`config.mk`:
```
export PLATFORM = sky130hd
export DESIGN_NAME = serial_tx
export DESIGN_NICKNAME = d
export VERILOG_FILES = /design/src/rtl/serial_tx.sv
export SDC_FILE = /design/constraint.sdc
export NUM_CORES = 1
export LEC_CHECK = 0
export CAP_MARGIN = 20
export CORE_MARGIN = 2
export CORE_UTILIZATION = 60
export CTS_BUF_LIST = sky130_fd_sc_hd__clkbuf_8
export DETAILED_ROUTE_END_ITERATION = 6
export PLACE_DENSITY_LB_ADDON = 0.12
export SYNTH_ARGS = -nofsm -noshare
export SYNTH_HDL_FRONTEND = slang
export SYNTH_SLANG_ARGS = --single-unit
```
`constraint.sdc`:
```
create_clock -name clk -period 2.2 [get_ports clk]
set_input_delay 0.22 -clock clk [delete_from_list [all_inputs] [get_ports clk]]
set_output_delay 0.22 -clock clk [all_outputs]
set_load 0.1 [all_outputs]
```
`src/rtl/serial_tx.sv`:
```
// 8N1/8N2 (8E1/8E2 with SERIAL_TX_PARITY_EN) serial transmitter, baud from a divided serclk.
// Two-entry holding FIFO in front of the shifter; back-to-back frames leave no idle gap.
module serial_tx #(
  parameter int TICKS_PER_BIT = 16,
  parameter int STOP_BITS     = 1
) (
  input  logic       clk,
  input  logic       reset,
  input  logic       serclk,
  input  logic [7:0] din,
  input  logic       wr,
  output logic       full,
  output logic       busy,
  output logic       txd
);

`ifdef SERIAL_TX_PARITY_EN
  typedef enum logic [2:0] {S_IDLE, S_START, S_DATA, S_PAR, S_STOP} state_t;
`else
  typedef enum logic [2:0] {S_IDLE, S_START, S_DATA, S_STOP} state_t;
`endif

  localparam logic [7:0] TPB_LAST = 8'(TICKS_PER_BIT - 1);
  localparam logic       SB_LAST  = 1'(STOP_BITS - 1);

  state_t      r_state;
  logic [1:0]  r_sync;
  logic        r_hist;
  logic [7:0]  r_mem [0:1];
  logic        r_rd, r_wr;
  logic [1:0]  r_cnt;
  logic [7:0]  r_tcnt;
  logic [2:0]  r_idx;
  logic [7:0]  r_shift;
  logic        r_sbit;
  logic        r_txd;
`ifdef SERIAL_TX_PARITY_EN
  logic        r_par;
`endif

  logic w_tick, w_full, w_push, w_bnd, w_stop_done, w_pop;

  // serclk is asynchronous to clk; only its synchronized rising edge is used
  always_ff @(posedge clk or posedge reset) begin
    if (reset) begin
      r_sync <= '0;
      r_hist <= 1'b0;
    end else begin
      r_sync <= {r_sync[0], serclk};
      r_hist <= r_sync[1];
    end
  end

  assign w_tick      = r_sync[1] & ~r_hist;
  assign w_full      = (r_cnt == 2'd2);
  assign w_push      = wr & ~w_full;
  assign w_bnd       = w_tick && (r_tcnt == TPB_LAST);
  assign w_stop_done = (r_state == S_STOP) && w_bnd && (r_sbit == SB_LAST);
  assign w_pop       = (r_cnt != 2'd0) && ((r_state == S_IDLE) || w_stop_done);

  always_ff @(posedge clk) begin
    if (w_push) r_mem[r_wr] <= din;
  end

  always_ff @(posedge clk or posedge reset) begin
    if (reset) begin
      r_rd  <= 1'b0;
      r_wr  <= 1'b0;
      r_cnt <= 2'd0;
    end else begin
      if (w_push) r_wr <= ~r_wr;
      if (w_pop)  r_rd <= ~r_rd;
      case ({w_push, w_pop})
        2'b10:   r_cnt <= r_cnt + 2'd1;
        2'b01:   r_cnt <= r_cnt - 2'd1;
        default: r_cnt <= r_cnt;
      endcase
    end
  end

  always_ff @(posedge clk or posedge reset) begin
    if (reset) begin
      r_state <= S_IDLE;
      r_tcnt  <= '0;
      r_idx   <= '0;
      r_shift <= '0;
      r_sbit  <= 1'b0;
      r_txd   <= 1'b1;
`ifdef SERIAL_TX_PARITY_EN
      r_par   <= 1'b0;
`endif
    end else begin
      if (r_state != S_IDLE && w_tick) r_tcnt <= w_bnd ? 8'd0 : r_tcnt + 8'd1;
      case (r_state)
        S_IDLE: ;
        S_START: if (w_bnd) begin
          r_state <= S_DATA;
          r_txd   <= r_shift[0];
        end
        S_DATA: if (w_bnd) begin
          if (r_idx == 3'd7) begin
`ifdef SERIAL_TX_PARITY_EN
            r_state <= S_PAR;
            r_txd   <= r_par;
`else
            r_state <= S_STOP;
            r_txd   <= 1'b1;
            r_sbit  <= 1'b0;
`endif
          end else begin
            r_shift <= r_shift >> 1;
            r_idx   <= r_idx + 3'd1;
            r_txd   <= r_shift[1];
          end
        end
`ifdef SERIAL_TX_PARITY_EN
        S_PAR: if (w_bnd) begin
          r_state <= S_STOP;
          r_txd   <= 1'b1;
          r_sbit  <= 1'b0;
        end
`endif
        S_STOP: if (w_bnd) begin
          if (r_sbit == SB_LAST) begin
            r_state <= S_IDLE;
            r_txd   <= 1'b1;
          end else begin
            r_sbit  <= r_sbit + 1'b1;
          end
        end
        default: r_state <= S_IDLE;
      endcase
      // a pop overrides the case above so the next start bit follows the last stop bit directly
      if (w_pop) begin
        r_shift <= r_mem[r_rd];
`ifdef SERIAL_TX_PARITY_EN
        r_par   <= ^r_mem[r_rd];
`endif
        r_tcnt  <= '0;
        r_idx   <= '0;
        r_txd   <= 1'b0;
        r_state <= S_START;
      end
    end
  end

  assign full = w_full;
  assign busy = (r_state != S_IDLE) || (r_cnt != 2'd0);
  assign txd  = r_txd;

endmodule

```
---- Word level (Yosys, flattened, before mapping) ----
Memory sizes are Yosys's and may differ from the RTL's.
Cells that the tools add are included.
operators by class
  add/sub/neg operators ................... 5
  equality and inequality tests ........... 18
  muxes and demuxes ....................... 33
  bitwise operators ....................... 7
  reductions and logical operators ........ 20
operators by type and width
  operator                                       count
  2-to-1 mux 8 bit                               7
  2-to-1 mux 3 bit                               10
  != test 3 bit, second input constant           5
  2-to-1 mux 1 bit                               12
  case mux 3 bit (4 select lines)                1
  nonzero test 2 bit                             6
  != test 2 bit, second input constant           5
  adder 8 x 1 -> 8 bit, second input constant    1
  == test 8 x 4 -> 1 bit, second input constant  1
  == test 3 x 2 -> 1 bit, second input constant  2
  AND reduction 6 bit                            1
  logical AND 1 bit                              5
  NOT 1 bit                                      5
  AND reduction 5 bit                            1
  == test 2 bit, second input constant           2
  case mux 2 bit (2 select lines)                1
  AND reduction 4 bit                            1
  nonzero test 4 bit                             1
  adder 3 x 1 -> 3 bit, second input constant    1
  == test 3 x 1 -> 1 bit, second input constant  1
  == test 3 bit, second input constant           1
  logical NOT 3 bit                              1
  case mux 1 bit (3 select lines)                1
  AND reduction 3 bit                            1
  8 further kinds                                10
word-level totals
  flip-flop bits (word level) ............. 31
  bits in writable memories ............... 16
  input bits .............................. 12
  output and inout port bits .............. 3
  logic and storage cells ................. 95
  memories ................................ 1
memories
  name   words  bits a word  read ports  clocked after Yosys merged registers in  wr ports  RTL line  RTL
  r_mem  2      8            1           0                                        1         29        logic [7:0] r_mem [0:1];

---- Depth between registers and ports, before layout ----
Gate-level depths: netlist of the first run.
  depth after elaboration ................. 9
  mapped depth ............................ 10
  mapped depth without buffers ............ 8

---- Worst setup path before layout of the first run ----
OpenSTA, ideal clock, no wires.
  path kind ............................... flip-flop to flip-flop
  from .................................... reg r_tcnt[0]
  to ...................................... reg r_cnt[1]
  setup time .............................. 79 ps
  arrival time ............................ 1,960 ps
  data required time ...................... 2,121 ps
  path slack .............................. 161 ps
  cell stages (with the launch flop) ...... 10
  path buffers ............................ 2
  clock period less this slack ............ 2,039 ps
  cell sequence ........................... dfrtp_1 ha_1 and3_1 clkbuf_1 a41oi_2 nor2_4 buf_12 ha_1 nor2_1 xor2_1
between the ends
  word-level cells in the longest chain between the ends .. 8
  elaborated cells on any way between the ends .. 10
  classes of those cells .................. eq/ne: 3; mux: 1; reduce/logical: 6
RTL lines
  element                                                                       RTL line  RTL
  start: declaration                                                            32        logic [7:0] r_tcnt;
  start signal: assignment                                                      93        if (r_state != S_IDLE && w_tick) r_tcnt <= w_bnd ? 8'd0 : r_tcnt + 8'd1;
  == test 8 x 4 -> 1 bit (*)                                                    57        assign w_bnd = w_tick && (r_tcnt == TPB_LAST);
  logical AND 1 bit (*)                                                         57
  logical AND 1 bit (*) (2 in a row)                                            58        assign w_stop_done = (r_state == S_STOP) && w_bnd && (r_sbit == SB_LAST);
  logical OR 1 bit (*)                                                          59        assign w_pop = (r_cnt != 2'd0) && ((r_state == S_IDLE) || w_stop_done);
  logical AND 1 bit (*)                                                         59
  == test 2 x 1 -> 1 bit / == test 2 bit (equally long branches)                73        case ({w_push, w_pop})
  case mux 2 bit (2 select lines) / nonzero test 2 bit (equally long branches)  n/a
  end signal: assignment                                                        74        2'b10: r_cnt <= r_cnt + 2'd1;
  end signal: assignment                                                        75        2'b01: r_cnt <= r_cnt - 2'd1;
  end signal: assignment                                                        76        default: r_cnt <= r_cnt;
  end: declaration                                                              31        logic [1:0] r_cnt;
Mark *: on every way between the ends. The rest lies on a longest branch, timed or not.
A chain may end at the register's enable or synchronous reset.

---- Final worst setup path of the first run ----
Same ends and word-level chain as after synthesis.

==> metrics.yaml, run 1 <==
cts:
  htreeDepth: 2
  clk_latency_ps: 290
  root_buffer: "clkbuf_8"
  cts_buffers: 5
  cts_tree: "yes"
  cts_buffer_depth: 2
  holdBufCountCts: 0
  cts.clk_slew.worst_paths_ps: 80
  numClockSinks: 45
  post_cts_resized: 0
  post_cts_buffers: 0
floorplan:
  io_pins: 15
  die_area_um2: 4090
  die_h_um: 64.0
  start_util_pct: 63.7
  core-area_um2: 3390
  rows: 21
  dieWidth_um: 64.0
grt:
  use_met2_pct: 34.1
  use_met1_pct: 26.0
  first_global_vias: 1400
  grt_max_degree: 30
  track_usage_pct: 20.6
  grt_remaining_overflow: 0
  grt_pass1_wl_um: 6490
  antenna_found_initial: 0
  gr-max-usage-layer: "met2"
  met3_usage_pct: 5.81
synth:
  async_flop_share_pct: 64.4
  ys_seq_area_share_pct: 55.9
  yosysTopAreaCell: "dfrtp_1"
  ys_types: 46
  synth-seq-cells: 45
  synth_warnings: 0
  synthTopCellsByArea: "dfrtp_1 (32%), edfxtp_1 (22%), mux2i_1 (12%)"
  syn_area_per_cell_um2: 12.6
  synth_edf_count: 16
  synthesis.nets: 191
  postSynthCellCount: 171
  syn_area_um2: 2160
  synthFlopType: "dfrtp_1"
  yosysTopAreaCellShare_pct: 32.5
place:
  port_buffers: 14
  hpwl_um: 2510
  gp_congestion: 0.875
  place_area_um2: 2350
sta:
  fin_crit_ps: 1950
  fmax_mhz: 512
  tightest_slew_ps: 529
  setup_viol: 0
  hold_viol_final: 0
  setup_tns_ps: 0
  skew_ps: 4.75
  layout_worst_path_cycle_share_pct: 88.8
  rsz0062_at_grt: "false"
  slew_violations: 0
  relSlewSlack_pct: 64.7
power:
  ir_drop_mv: 0.932
  power.density_nw_per_um2: 1320
  leakagePower_nw: 1.10
final_layout:
  seqCellArea_um2: 1210
  multiInputGateArea_um2: 888
  drive_gt1_share_pct: 12.6
  syn_to_final_growth_pct: 14.3
  nFillCells: 256
  nNetsFinal: 210
  num_antenna_cells: 0
  final_area_um2: 2470
job:
  maxCapViolations: 0
min_path:
  hold_path_class: "in2async"
outcome:
  outcome: "complete, no violations"
critical_path:
  critPathKind: "reg2reg"
  worstPathMaxFanout: 8
  crit_arrival_ps: 2170
  worstPathRequired_ps: 2420
  crit_path_start_kind: "register"
  endpoint_kind: "register"
drt:
  first_pass_iters: 4
  vias: 1383
  drc: 0
  drt-total-wl_um: 3570
  vias_per_cell: 5.84
  route.detailed.wl_per_inst_um: 15.1
  postRouteAntennaNets: 0
  drtIter0Drc: 219
## cells in the final DEF, fill, tap and decap left out, types with 2 or more instances in the layout
cell type        instances
dfrtp_1                 28
mux2i_1                 25
edfxtp_1                16
clkdlybuf4s50_1         11
o21ai_0                 10
nor2_1                  10
nand2_1                  8
ha_1                     8
buf_4                    7
nand3_1                  6
clkbuf_8                 6
inv_1                    5
and3_1                   4
a21oi_1                  4
xnor2_1                  4
xor2_1                   3
nand2b_1                 2
nor2b_1                  2
nor3b_1                  2
a22o_1                   2
nor3_1                   2
o211ai_1                 2
## critical path, cell delays in order (launching register included)
cell and delay [ps]:
dfrtp_1 420, ha_1 220, and3_1 280, a41oi_2 290, nor2_4 50, ha_1 320
nor2_1 150, xor2_1 150
## per-stage QoR
step | cells | power [W] | hold WS [ps] | setup WS (ps) | utilization [%]
2_1_floorplan | 171 | 0.00236 | 251 | 161 | -
3_3_place_gp | 229 | 0.00258 | 332 | 376 | 69.4
3_5_place_dp | 229 | 0.00263 | 354 | 314 | 69.4
4_1_cts | 237 | 0.00327 | 296 | 278 | 72.8
5_1_grt | 237 | 0.00348 | 337 | 119 | 72.8
6_report | 237 | 0.00325 | 288 | 245 | 72.8
## where the power goes
group,internal (W),switching [W]
sequential,0.00112,0.000192
clock,0.000365,0.000259
combinational,0.000557,0.000756
## cell usage after synthesis, types with 2 or more instances
cell,n
mux2i_1,25
edfxtp_1,16
xor2_1,3
o21ai_0,10
nor2_1,10
xnor2_1,4
a21oi_1,4
dfrtp_1,28
nand2_1,8
inv_1,4
nand2b_1,2
a22o_1,2
ha_1,8
and3_1,4
nand3_1,6
o211ai_1,2
nor2b_1,2
clkbuf_1,3
nor3b_1,2
nor3_1,2
## sequential cells by signal, summed over array words and instances (netlist names)
name	flops
r_idx	3
r_tcnt	8
r_mem	16
r_cnt	2
r_wr	1
r_shift	8
txd	1
r_hist	1
r_state	2
r_rd	1
r_sync	2
## layer usage
metal	wire length (µm)	share of wire [%]
met2	1870	52
met3	153	4.3
met1	1490	42
met5	0	0
met4	65	1.8
## logic make-up after synthesis
group,count (synthesis),synth area share [%]
muxes,25,11.6
xor gates and xnor gates,8,3.59
and+or+nand+nor,43,11.1
buffers and inverters,11,2.90
DFF,45,55.9
adders and majority gates,8,4.64
AOI/OAI and AO/OA,31,10.2
## layout make-up
cell class,instances,share of cell area (%)
Sequential cell,45,48.9
Tap cell,46,2.33
Clock inverter,2,1.37
Inverter,4,0.609
Timing Repair Buffer,19,7.40
Multi-Input combinational cell,115,36.0
Clock buffer,6,3.35
## worst paths after layout
kind	slack, ps	startpoint	to	cells after the start
max	250	r_tcnt[0]$_DFFE_PP0P_	r_cnt[1]$_DFFE_PP0P_	7
min	290	reset	r_tcnt[0]$_DFFE_PP0P_	3
max reg2reg	250	r_tcnt[0]$_DFFE_PP0P_	r_cnt[1]$_DFFE_PP0P_	7
min reg2reg	370	r_sync[0]$_DFF_PP0_	r_sync[1]$_DFF_PP0_	0
max in group asynchronous	1600	reset	txd$_DFFE_PP1P_	3
min in group clk	370	r_sync[0]$_DFF_PP0_	r_sync[1]$_DFF_PP0_	0
Power figures use the tool's default switching activity.
==> run 2: changes to the inputs <==
Settings changed: CORE_ASPECT_RATIO set to 1.25, HOLD_SLACK_MARGIN set to 0.03, SETUP_SLACK_MARGIN set to 0.15.
==> metrics.yaml, run 2 (synthesis results as in run 1) <==
grt:
  gr-max-usage-layer: "met2"
  grt_remaining_overflow: 0
  grt_max_degree: 30
  met3_usage_pct: 6.03
  use_met2_pct: 33.5
  track_usage_pct: 20.0
  first_global_vias: 1471
  use_met1_pct: 22.8
  grt_pass1_wl_um: 6270
  antenna_found_initial: 0
final_layout:
  final_cell_mix: "dfrtp_1 (27), mux2i_1 (25), edfxtp_1 (16), clkdlybuf4s50_1 (11), o21ai_0 (10)"
  largest_registers: "r_mem (16), r_shift (8), r_tcnt (8)"
  fin_util_pct: 70.8
  final_area_um2: 2450
  registers.top_by_ff_count: "r_mem"
  largest_register_ffs: 16
  layout_commonest_cell: "dfrtp_1"
  nNetsFinal: 211
  drive_gt1_share_pct: 14.6
  syn_to_final_growth_pct: 13.3
  num_antenna_cells: 0
critical_path:
  worstPathRequired_ps: 2430
  critPathTopFamily: "adder cells"
  crit_path_start_kind: "register"
  critPathKind: "reg2reg"
  max_stage_delay_ps: 410
  path_buf_inv: 0
  crit_slowest_cell: "dfrtp_1"
  cp_cell_sequence: "ha_1, and3_1, a41oi_2, nor2_4, ha_1, nor2_2, xor2_1"
  crit_path_frequent_cell: "ha_1"
  crit_arrival_ps: 2120
  endpoint_kind: "register"
  worstPathMaxFanout: 8
cts:
  numClockSinks: 45
  post_cts_resized: 0
  cts.clk_slew.worst_paths_ps: 80
  root_buffer: "clkbuf_8"
  htreeDepth: 2
  cts_tree: "yes"
  holdBufCountCts: 0
  clk_latency_ps: 300
  cts_buffers: 5
  post_cts_buffers: 0
  cts_buffer_depth: 2
power:
  leakagePower_nw: 1.08
  totalPowerFinal_w: 0.00315
  power.density_nw_per_um2: 1290
  ir_drop_mv: 1.21
sta:
  relSlewSlack_pct: 62.8
  setup_viol: 0
  rsz0062_at_grt: "true"
  setup_tns_ps: 0
  tightest_slew_ps: 555
  layout_worst_path_cycle_share_pct: 86.0
  slew_violations: 0
  fmax_mhz: 528
  setup_slack_ps: 308
  fin_crit_ps: 1890
  hold_viol_final: 0
  skew_ps: 5.97
drt:
  drtIter0Drc: 23
  first_pass_iters: 4
  drc: 0
  postRouteAntennaNets: 0
  drt-total-wl_um: 3550
  route.detailed.wl_per_inst_um: 15.4
  vias: 1371
  vias_per_cell: 5.94
floorplan:
  dieWidth_um: 57.6
  core-area_um2: 3450
  die_h_um: 71.1
  io_pins: 15
  rows: 24
  die_area_um2: 4100
  start_util_pct: 62.5
place:
  pre_cts_slack_ps: 279
  place_area_um2: 2350
  port_buffers: 14
  hpwl_um: 2570
  gp_congestion: 0.846
job:
  maxCapViolations: 0
outcome:
  outcome: "complete, no violations"
min_path:
  hold_path_class: "in2async"
==> run 2: layout make-up <==
| type | count | area [µm²] |
|---|---|---|
| fill | 244 | 1010 |
| clock inverter | 3 | 18.8 |
| tap | 39 | 48.8 |
| clock buffer | 5 | 68.8 |
| timing repair buffer | 20 | 190 |
| inverter | 4 | 15.0 |
| sequential | 45 | 1210 |
| multi-input combinational | 115 | 896 |
==> run 2: final timing paths <==
check,start,to,slack [ps],cells past startpoint
worst max-delay path,r_tcnt[0]$_DFFE_PP0P_,r_cnt[1]$_DFFE_PP0P_,310,7
worst min-delay path,reset,r_tcnt[7]$_DFFE_PP0P_,280,3
worst max register to register,r_tcnt[0]$_DFFE_PP0P_,r_cnt[1]$_DFFE_PP0P_,310,7
worst min register to register,r_sync[0]$_DFF_PP0_,r_sync[1]$_DFF_PP0_,370,0
max in group asynchronous,reset,txd$_DFFE_PP1P_,1610,3
min in group clk,serclk,r_sync[0]$_DFF_PP0_,350,1
==> run 2: stage by stage <==
step / std cells / hold WS [ps]
2_1_floorplan: 171 / 251
3_3_place_gp: 223 / 347
3_5_place_dp: 223 / 338
4_1_cts: 231 / 288
5_1_grt: 231 / 316
6_report: 231 / 279
==> run 2: worst register-to-register path, cell delays in order, from the launching register on <==
cell and delay [ps]:
dfrtp_1 410, ha_1 220, and3_1 270, a41oi_2 270, nor2_4 50, ha_1 320, nor2_2 140, xor2_1 150
==> run 2: report_power, final <==
part,switching (W),internal (W),total (W)
registers,0.000192,0.00112,0.00132
clock network,0.000277,0.000219,0.000496
logic,0.000765,0.000570,0.00134
total,0.00123,0.00191,0.00315
==> run 2: routing by layer <==
layer,up-vias,share of wire [%]
met3,10,3.6
met1,661,41
met4,0,2.4
met5,-,0
li1,669,-
met2,31,52
==> run 3: changes to the inputs <==
Settings changed: ABC_AREA set to 1.
==> metrics.yaml, run 3 <==
grt:
  grt_max_degree: 38
  antenna_found_initial: 0
  grt_pass1_wl_um: 6570
  grt_remaining_overflow: 0
  first_global_vias: 1598
  track_usage_pct: 21.1
floorplan:
  core-area_um2: 3480
  start_util_pct: 62.5
  die_h_um: 71.3
  rows: 24
  die_area_um2: 4130
  io_pins: 15
  dieWidth_um: 57.9
sta:
  fin_crit_ps: 1900
  tightest_slew_ps: 557
  slew_violations: 0
  setup_viol: 0
  setup_tns_ps: 0
  relSlewSlack_pct: 62.5
  whs_ps: 279
  rsz0062_at_grt: "false"
  hold_viol_final: 0
  fmax_mhz: 527
  skew_ps: 11.7
  layout_worst_path_cycle_share_pct: 86.2
  setup_slack_ps: 303
critical_path:
  timing.critical_path.to: "r_cnt[1]$_DFFE_PP0P_"
  crit_path_start_kind: "register"
  worstPathRequired_ps: 2380
  critPathKind: "reg2reg"
  crit_slowest_cell: "dfrtp_1"
  rrSetupSlack_ps: 300
  worstPathMaxFanout: 3
  crit_start: "r_tcnt[1]$_DFFE_PP0P_"
  crit_arrival_ps: 2070
  worstReg2RegStart: "r_tcnt[1]$_DFFE_PP0P_"
  crit_path_frequent_cell: "ha_1"
  endpoint_kind: "register"
  cp_cell_sequence: "ha_1, nand3_1, inv_2, nand3_2, a21oi_2, ha_1, a21oi_1, o21ai_1, xor2_1"
  max_stage_delay_ps: 410
  reg2reg_to: "r_cnt[1]$_DFFE_PP0P_"
  reg2reg_depth: 9
synth:
  yosysTopAreaCell: "dfrtp_1"
  synth_most_common_cell: "nand2_1"
  synthTopCellsByCount: "nand2_1 (40), nand3_1 (29), dfrtp_1 (28)"
  ys_types: 28
  ys_seq_area_share_pct: 55.5
  async_flop_share_pct: 64.4
  syn_area_um2: 2180
  postSynthCellCount: 219
  synth_warnings: 0
  syn_area_per_cell_um2: 9.94
  synth-seq-cells: 45
  synthFlopType: "dfrtp_1"
  synth_edf_count: 16
  yosysTopAreaCellShare_pct: 32.2
  synthTopCellsByArea: "dfrtp_1 (32%), edfxtp_1 (22%), nand2_1 (6.9%)"
  synthesis.nets: 239
final_layout:
  drive_gt1_share_pct: 13.8
  syn_to_final_growth_pct: 12.5
  largest_registers: "r_mem (16), r_shift (8), r_tcnt (8)"
  fin_util_pct: 70.3
  largest_register_ffs: 16
  nNetsFinal: 258
  layout_commonest_cell: "nand2_1"
  final_cell_mix: "nand2_1 (40), nand3_1 (29), dfrtp_1 (28), inv_1 (24), nor2_1 (18)"
  registers.top_by_ff_count: "r_mem"
  num_antenna_cells: 0
cts:
  cts_buffer_depth: 2
  post_cts_buffers: 0
  numClockSinks: 45
  cts.clk_slew.worst_paths_ps: 90
  cts_buffers: 5
  root_buffer: "clkbuf_8"
  cts_tree: "yes"
  clk_latency_ps: 300
  holdBufCountCts: 0
  htreeDepth: 2
  post_cts_resized: 0
outcome:
  outcome: "complete, no violations"
place:
  hpwl_um: 2690
  port_buffers: 14
  gp_congestion: 0.897
  pre_cts_slack_ps: 302
power:
  clock_power_share_pct: 18.6
  intPower_w: 0.00194
  p_comb_share_pct: 42.0
  switchingPower_w: 0.00133
  ir_drop_mv: 1.63
  switching_share_pct: 40.7
  seqPwrFrac_pct: 39.4
  power.density_nw_per_um2: 1340
  leakagePower_nw: 1.16
drt:
  vias_per_cell: 5.58
  postRouteAntennaNets: 0
  first_pass_iters: 4
  route.detailed.wl_per_inst_um: 13.7
  vias: 1551
  drc: 0
  drtIter0Drc: 70
  drt-total-wl_um: 3810
min_path:
  hold_path_class: "in2async"
job:
  maxCapViolations: 0
## run 3: layer usage
| metal | up-vias | part of all wire [%] | routed length [µm] | global-route usage (%) |
|---|---|---|---|---|
| met5 | - | 0 | 0 | 0 |
| met4 | 0 | 1.8 | 68 | 9.56 |
| met3 | 8 | 4.2 | 161 | 5.05 |
| met2 | 44 | 55 | 2100 | 38.6 |
| met1 | 735 | 39 | 1480 | 22.4 |
| li1 | 764 | - | - | - |
## run 3: power groups by stage
| stage | Clock, W | Sequential, W | Combinational, W |
|---|---|---|---|
| 2_1_floorplan | 0 | 0.00129 | 0.00114 |
| 3_3_place_gp | 0 | 0.00129 | 0.00129 |
| 3_5_place_dp | 0 | 0.00130 | 0.00136 |
| 4_1_cts | 0.000628 | 0.00128 | 0.00137 |
| 5_1_grt | 0.000652 | 0.00132 | 0.00153 |
| 6_report | 0.000611 | 0.00129 | 0.00137 |
## run 3: how the worst min path moves through the flow
| stage | start | slack (ps) | end | cells after the start |
|---|---|---|---|---|
| floorplan | serclk | 250 | r_sync[0]$_DFF_PP0_ | 0 |
| global placement | r_sync[0]$_DFF_PP0_ | 340 | r_sync[1]$_DFF_PP0_ | 0 |
| detailed placement | r_sync[0]$_DFF_PP0_ | 340 | r_sync[1]$_DFF_PP0_ | 0 |
| CTS | reset | 290 | r_cnt[0]$_DFFE_PP0P_ | 3 |
| global route | reset | 330 | r_rd$_DFFE_PP0P_ | 3 |
| finish | reset | 280 | r_cnt[0]$_DFFE_PP0P_ | 3 |
## run 3: kinds of logic (layout without fill, tap and decap cells)
| kind of cell | Yosys count | in the layout | synth area share [%] |
|---|---|---|---|
| AOI/OAI and AO/OA | 30 | 30 | 9.94 |
| xor gates and xnor gates | 8 | 8 | 3.22 |
| adders and majority gates | 8 | 8 | 4.60 |
| buffers and inverters | 33 | 53 | 7.13 |
| DFF | 45 | 45 | 55.5 |
| and+or+nand+nor | 95 | 95 | 19.7 |
## run 3: metrics by stage
stage                     total power, W  std cells  instance area, µm²
after floorplan                  0.00243        219                2180
after global placement           0.00258        270                2340
after detailed placement         0.00266        270                2340
after CTS                        0.00328        278                2450
after global routing             0.00350        278                2450
final                            0.00328        278                2450
## run 3: area by class of cell
class | instances | area (µm²)
flip-flops and latches | 45 | 1210
fillers | 255 | 1030
multi-input cells | 141 | 818
repair buffers | 18 | 163
inverters | 27 | 103
clock buffers | 5 | 68.8
well taps | 39 | 48.8
clock inverters | 3 | 41.3
## run 3: worst max-delay path, delay by kind of cell, from the launching register on
kind | cells | cell delay [ps]
AO/OA/AOI/OAI | 3 | 410
AND/OR/NAND/NOR | 2 | 240
buffers and inverters | 1 | 100
flip-flops | 1 | 410
XOR/XNOR | 1 | 150
adder cells (fa/ha/maj) | 2 | 460
